File: src/rtl/uart_rx_fifo.sv
// Byte FIFO behind the UART receiver: frame-edge capture,
// circular storage, registered pop port, fill level and sticky overflow.
module uart_rx_fifo #(
   parameter int DEPTH      = 16,
   parameter int ADDR_WIDTH = 4
) (
   input  logic                  clock,
   input  logic                  reset,
   input  logic                  receive_done,
   input  logic [7:0]            rx_data,
   input  logic                  rd_en,
   input  logic                  clear_overflow,
   output logic [7:0]            rd_data,
   output logic                  rd_valid,
   output logic                  empty,
   output logic                  full,
   output logic [ADDR_WIDTH:0]   count,
   output logic                  overflow
);

   localparam int CNT_W = ADDR_WIDTH + 1;

   typedef enum logic {
      WAIT_LOW = 1'b0,
      ACTIVE   = 1'b1
   } state_t;

   state_t state;
   state_t state_next;

   logic                  sync1;
   logic                  sync2;
   logic                  sync3;
   logic [1:0]            settle;
   logic                  armed;
   logic                  wr_req;
   logic                  wr_ok;
   logic                  pop;
   logic                  drop;
   logic [ADDR_WIDTH-1:0] wr_ptr;
   logic [ADDR_WIDTH-1:0] rd_ptr;
   logic [7:0]            mem [DEPTH];

   // Bring receive_done into the clock domain and keep one stage of history
   // for rising-edge detection. settle marks when sync2 holds a sampled pin
   // value rather than its reset value, so a level already high at reset
   // release is never mistaken for a low that arms the capture.
   always_ff @(posedge clock) begin
      if (reset) begin
         sync1  <= 1'b0;
         sync2  <= 1'b0;
         sync3  <= 1'b0;
         settle <= 2'b00;
      end else begin
         sync1  <= receive_done;
         sync2  <= sync1;
         sync3  <= sync2;
         settle <= {settle[0], 1'b1};
      end
   end

   // Control state register.
   always_ff @(posedge clock) begin
      if (reset) begin
         state <= WAIT_LOW;
      end else begin
         state <= state_next;
      end
   end

   // Arm once a genuinely sampled low is seen; only reset disarms.
   always_comb begin
      state_next = state;
      unique case (state)
         WAIT_LOW: if (settle[1] && !sync2) state_next = ACTIVE;
         ACTIVE:   state_next = ACTIVE;
         default:  state_next = WAIT_LOW;
      endcase
   end

   // Control state outputs.
   always_comb begin
      armed = (state == ACTIVE);
   end

   assign wr_req = sync2 & ~sync3 & armed;
   assign empty  = (count == '0);
   assign full   = (count == CNT_W'(DEPTH));
   assign pop    = rd_en & ~empty;
   assign wr_ok  = wr_req & (~full | rd_en);
   assign drop   = wr_req & full & ~rd_en;

   // Byte storage; contents survive reset, only pointers are cleared.
   always_ff @(posedge clock) begin
      if (wr_ok) begin
         mem[wr_ptr] <= rx_data;
      end
   end

   // Pointers, fill level, pop port and sticky overflow.
   always_ff @(posedge clock) begin
      if (reset) begin
         wr_ptr   <= '0;
         rd_ptr   <= '0;
         count    <= '0;
         rd_data  <= 8'h00;
         rd_valid <= 1'b0;
         overflow <= 1'b0;
      end else begin
         rd_valid <= pop;
         if (wr_ok) begin
            wr_ptr <= wr_ptr + ADDR_WIDTH'(1);
         end
         if (pop) begin
            rd_data <= mem[rd_ptr];
            rd_ptr  <= rd_ptr + ADDR_WIDTH'(1);
         end
         unique case ({wr_ok, pop})
            2'b10:   count <= count + CNT_W'(1);
            2'b01:   count <= count - CNT_W'(1);
            default: count <= count;
         endcase
         if (drop) begin
            overflow <= 1'b1;
         end else if (clear_overflow) begin
            overflow <= 1'b0;
         end
      end
   end

endmodule

File: config.mk
export PLATFORM = sky130hd
export DESIGN_NAME = uart_rx_fifo
export DESIGN_NICKNAME = d
export VERILOG_FILES = /design/src/rtl/uart_rx_fifo.sv
export SDC_FILE = /design/constraint.sdc
export NUM_CORES = 1
export LEC_CHECK = 0
export CORE_ASPECT_RATIO = 1.4
export CORE_UTILIZATION = 40
export DETAILED_ROUTE_END_ITERATION = 10
export REMOVE_ABC_BUFFERS = 1
export SYNTH_ARGS = -nofsm -noshare
export SYNTH_HDL_FRONTEND = slang
export SYNTH_SLANG_ARGS = --single-unit
File: constraint.sdc
create_clock -name clock -period 3.7 [get_ports clock]
set_input_delay 1.11 -clock clock [delete_from_list [all_inputs] [get_ports clock]]
set_output_delay 1.11 -clock clock [all_outputs]
set_load 0.01 [all_outputs]
== Yosys cells after proc, flatten, opt, wreduce, memory -nomap -nowiden ==
Memory sizes are Yosys's and may differ from the RTL's. A register that Yosys moved wholly into a read port is not among the register bits.
Index checks and enable logic that the tools add are counted.
Word-level totals
  output and inout port bits: 17
  memories kept: 1
  input bits: 13
  logic and storage cells: 44
  memory bits (writable): 128
  register bits: 21
Operators by class
  mux-type cells: 8
  bitwise operators: 12
  $add $sub $neg: 4
  reduce and logical (&&, ||, !) cells: 5
  eq/ne operators: 3
Memory list
  mem: words 16, width 8, read ports 1, clocked after Yosys merged registers in 1, write ports 1, RTL line 42  | logic [7:0] mem [DEPTH];
Operators by type and width (number)
  $pmux 5 s2: 1
  $add 4x1->4 const B: 2
  $and 1x1->1: 6
  $mux 1: 6
  $add 5x1->5 const B: 1
  $eq 5x5->1 const B: 1
  $logic_not 5->1: 1
  $not 1->1: 5
  $sub 5x1->5 const B: 1
  $reduce_bool 2->1: 2
  $eq 2x1->1 const B: 1
  $eq 2x2->1 const B: 1
  $pmux 1 s2: 1
  $logic_and 1x1->1: 1
  $logic_not 1->1: 1
  $or 1x1->1: 1

== Logic depth before layout (Yosys ltp) ==
  word-level depth: 6
  depth in mapped cells: 12
  gate-level depth less buffers: 11

== Worst setup path before layout ==
OpenSTA, ideal clock, no wires.
  kind: input-to-reg
  start: input rd_en
  end: register count[4]
  data required time: 3579 ps
  arrival: 3099 ps
  buffers on the path: 0
  path slack: 481 ps
  stages on the path: 10
  library setup time: 121 ps
  path through: inv_1 -> a31oi_2 -> inv_1 -> ha_1 -> ha_1 -> nor2b_1 -> o21ai_0 -> a21oi_1 -> or3b_1 -> mux2_2
Between the ends
  cells in the longest elaborated chain, start to end: 4
  elaborated cells on any way between the ends: 7
  those cells by class: eq/ne: 2; mux: 1; bitwise: 3; reduce/logical: 1
Ends and longest elaborated chain
  start: declaration: RTL line 11  | input logic rd_en,
  $or 1x1->1: RTL line 90  | assign wr_ok = wr_req & (~full | rd_en);
  $and 1x1->1: RTL line 90
  $eq 2x1->1 / $eq 2x2->1 (equally long branches): RTL line 118  | unique case ({wr_ok, pop})
  $pmux 5 s2 / $reduce_bool 2->1 (equally long branches)
  end signal: assignment: RTL line 119  | 2'b10: count <= count + CNT_W'(1);
  end signal: assignment: RTL line 120  | 2'b01: count <= count - CNT_W'(1);
  end signal: assignment: RTL line 121  | default: count <= count;
  end: declaration: RTL line 17  | output logic [ADDR_WIDTH:0] count,
Several ways; a longest one is shown, not always the timed one.
A chain may end at the register's enable or synchronous reset.

== Worst setup path after layout ==
Same ends and word-level chain as after synthesis.

==> results.txt <==
----------------------------------------------------
[Final layout]
  Final-layout fill cell count ... 1271
  Synthesis-to-layout area growth ... 19.5%
  Cell area after layout ... 7400 µm²
  Proportion of layout cells with a drive suffix above 1 ... 0.128
  Multi-input combinational cell area ... 1620 µm²
  Diodes inserted ... 0
  Nets ... between 400 and 500
  Sequential cell area ... 4430 µm²

[STA]
  Number of endpoints with negative hold slack in the final report ... 0
  RSZ-0062 raised after global routing ... false
  Max-Slew Margin vs Limit ... 0.534
  Post-Route Setup TNS ... 0 ns
  Slew Limit Fails ... 0
  Setup slack after layout ... 0.450 ns
  Time the final worst path needs with I/O delays and setup ... 3.25 ns
  Setup Skew ... 0.00976 ns
  Fmax ... 308 MHz
  Fraction of the cycle the final worst path needs ... 0.878
  Transition time of the tightest slew-check pin ... around 0.7 ns
  Setup violation total in the final timing report ... 0

[Run]
  Max_cap viols ... 0

[Synth]
  Mean instance size in the synthesized netlist ... ~15 µm²
  Largest area contributor in the netlist ... sky130_fd_sc_hd__edfxtp_1
  Top post-synthesis cells by area ... sky130_fd_sc_hd__edfxtp_1 62%, sky130_fd_sc_hd__mux2i_1 11%, sky130_fd_sc_hd__dfxtp_1 9.4%, sky130_fd_sc_hd__o22ai_1 3.2%, sky130_fd_sc_hd__nor2_1 2.0%
  Async SR Flop Fraction ... 0
  Register area share after synthesis ... 0.714
  Count leader, synth ... sky130_fd_sc_hd__edfxtp_1
  List of most frequent post-synthesis cells ... 128 x sky130_fd_sc_hd__edfxtp_1, 65 x sky130_fd_sc_hd__mux2i_1, 33 x sky130_fd_sc_hd__nor2_1
  Mapped cell area ... 6190 µm²
  Count of unique library cells instantiated by Yosys ... 36
  Number of enable-type register cells in the synthesized netlist ... approximately 130
  Post-synthesis register bit count ... between 150 and 200
  Area share of the leading cell type in the synthesized netlist ... 0.620
  Count of synthesis-stage warnings from yosys ... 0
  Cells after Synth ... about 410
  Primary flip-flop cell chosen by synthesis mapping ... sky130_fd_sc_hd__edfxtp_1

[Place]
  Detailed Place HPWL ... between 8000 and 9000 µm
  Worst slack, placed ... 0.0405 ns
  Instance area after placement ... 6810 µm²
  Count of input and output buffers ... 29
  RD Place Congestion ... approximately 0.82

[Worst setup path]
  Kind of end point of the critical path ... flop
  Worst-path maximum fanout ... 3
  Critical Path Max Stage Delay ... 0.47 ns
  Category of the most critical setup path ... input port to flop
  Critical Path AT ... 3.56 ns
  Critical Path Source Type ... input port
  Kind of cell adding the most delay to the critical path ... buffers and inverters
  Crit path cell chain ... clkdlybuf4s50_1 -> inv_1 -> a31oi_2 -> inv_1 -> ha_1 -> ha_1 -> nor2b_1 -> o21ai_0 -> a21oi_1 -> or3b_1 -> mux2_2
  Data required time at the worst endpoint ... ~4 ns
  Critical-path top delay cell ... sky130_fd_sc_hd__clkdlybuf4s50_1
  Number of buffers and inverters on the critical path ... 3

[Routing]
  Number of antenna-violating nets in the routed design ... 0
  DRT Wirelength ... 12500 µm
  Drc violations ... 0
  Drt via density ... 5.18
  Via Count ... about 3500
  Number of iterations in the first detailed-routing pass ... 5
  DR WL/cell ... 18.8 µm
  1st-iter DRT viols ... between 150 and 200

[Floorplan]
  Effective utilization at floorplan ... 0.412
  Core Box Area ... 15100 µm²
  Number of rows created at floorplan ... 53
  Full die area ... 16000 µm²
  Die span in y ... about 150 µm
  Total I/O pin count ... 30
  Horizontal die dimension ... 107 µm

[Clock tree]
  Clock transition at the registers of the reported paths ... 0.06 ns
  Clock sinks ... 157
  # H-tree levels ... 4
  Number of setup buffers added after CTS ... 0
  Latest clock arrival within the worst-skew pair ... around 0.42 ns
  Maximum clock path buffer count ... 2
  Cell chosen for the clock root ... sky130_fd_sc_hd__clkbuf_16
  TritonCTS clock tree ... done
  CTS Hold Buffers Added ... 0
  Post-cts gate resize count ... 0
  Number of clock buffers inserted by TritonCTS ... 17

[Global route]
  Remaining global-route overflow ... 0
  Met3 usage in global routing ... 0.0384
  Wire length of the first global-routing pass ... 19800 µm
  Met2 routing resource usage after global routing ... 0.299
  Antenna violations before repair ... 0
  Total GRT Usage ... 0.172
  Grt met1 use ... 0.205
  Vias in the first global route ... 3488
  Maximum number of pins on one net before global-route repair ... 36
  Global routing's busiest layer ... met2

[Power and ir drop]
  Power density over the cells ... 509 nW/µm²
  Worst IR drop on VDD ... 221 µV
  Static leakage power ... 2.39 nW
  Post-layout total power ... 3.77 mW

[Status]
  Status ... finished, final reports clean

[Hold path]
  HP Class ... flop to flop

----------------------------------------------------
[state kept, by name, indices dropped and copies added (netlist names), 2 cells and up]
| name | count |
|---|---|
| rd_ptr | 4 |
| mem | 128 |
| rd_data | 8 |
| wr_ptr | 4 |
| count | 5 |
| settle | 2 |
[stage by stage]
stage,utilization,std cells,hold WS [ns]
CTS,0.492,668,0.454
floorplan,-,393,0.414
global route,0.492,668,0.474
finish,0.492,668,0.456
detailed placement,0.452,636,0.444
global placement,0.452,636,0.426
[logic make-up after synthesis]
kind of cell | Yosys count | synth area share
flip-flops | 157 | 0.714
adder cells (fa/ha/maj) | 10 | 0.0214
buffers and inverters | 33 | 0.0238
AND/OR/NAND/NOR | 79 | 0.0640
AO/OA/AOI/OAI | 60 | 0.0572
XOR/XNOR | 8 | 0.0125
multiplexers | 66 | 0.107
[cell type report]
type                       instances  area share
clock buffer                      20      0.0604
clock inverter                    12      0.0198
inverter                          13     0.00659
multi-input combinational        223       0.219
sequential                       157       0.598
tap                              192      0.0325
timing repair buffer              51      0.0632
[layout by cell type (no fill, tap or decap), types with 2 or more instances in the layout]
cell                              Yosys  layout
sky130_fd_sc_hd__a21oi_1             16      16
sky130_fd_sc_hd__xnor2_1              3       3
sky130_fd_sc_hd__ha_1                 9       9
sky130_fd_sc_hd__o21ai_0              9       9
sky130_fd_sc_hd__nand2_1             10      10
sky130_fd_sc_hd__nor2_1              33      33
sky130_fd_sc_hd__clkbuf_1             7       2
sky130_fd_sc_hd__bufinv_16            0       3
sky130_fd_sc_hd__xor2_1               4       4
sky130_fd_sc_hd__clkinv_4             0       3
sky130_fd_sc_hd__mux2i_1             65      65
sky130_fd_sc_hd__nor4_1               9       9
sky130_fd_sc_hd__nand2b_1             2       2
sky130_fd_sc_hd__buf_4                1      21
sky130_fd_sc_hd__nand4_1              2       2
sky130_fd_sc_hd__clkinv_2             0       6
sky130_fd_sc_hd__nand3_1              2       2
sky130_fd_sc_hd__edfxtp_1           128     128
sky130_fd_sc_hd__nand3b_1             4       4
sky130_fd_sc_hd__clkdlybuf4s50_1      0      29
sky130_fd_sc_hd__o22ai_1             32      32
sky130_fd_sc_hd__nor2b_1              6       6
sky130_fd_sc_hd__clkbuf_16            0      17
sky130_fd_sc_hd__nor3_1               6       6
sky130_fd_sc_hd__dfxtp_1             29      28
sky130_fd_sc_hd__inv_1               12      12
[metal layers]
metal / wire (µm) / up-vias
met4: 157 / 0
li1: - / 1671
met2: 6750 / 77
met3: 435 / 8
met1: 5190 / 1706
met5: 0 / -
[worst register-to-register path, delay by kind of cell, from the launching register on]
family,cells,cell delay [ns]
AOI/OAI and AO/OA,3,0.54
adders and majority gates,2,0.52
buffers and inverters,1,0.05
DFF,1,0.37
muxes,1,0.27
and+or+nand+nor,3,1.08
[worst paths after layout]
check | from | endpoint | slack [ns] | depth (start not counted)
setup reg to reg | count[0] | count[4] | 0.75 | 10
setup / recovery | rd_en | count[4] | 0.45 | 11
hold reg to reg | sync1 | sync2 | 0.46 | 1
hold / removal | sync1 | sync2 | 0.46 | 1
[report_power, final]
group,total (mW),internal [mW],leakage (nW),switching (mW)
combinational,0.112,0.0455,0.710,0.0662
clock,1.73,1.07,0.297,0.656
sequential,1.93,1.92,1.39,0.00850
total,3.77,3.04,2.39,0.731
Note: power is estimated with default switching activity, not from simulation.
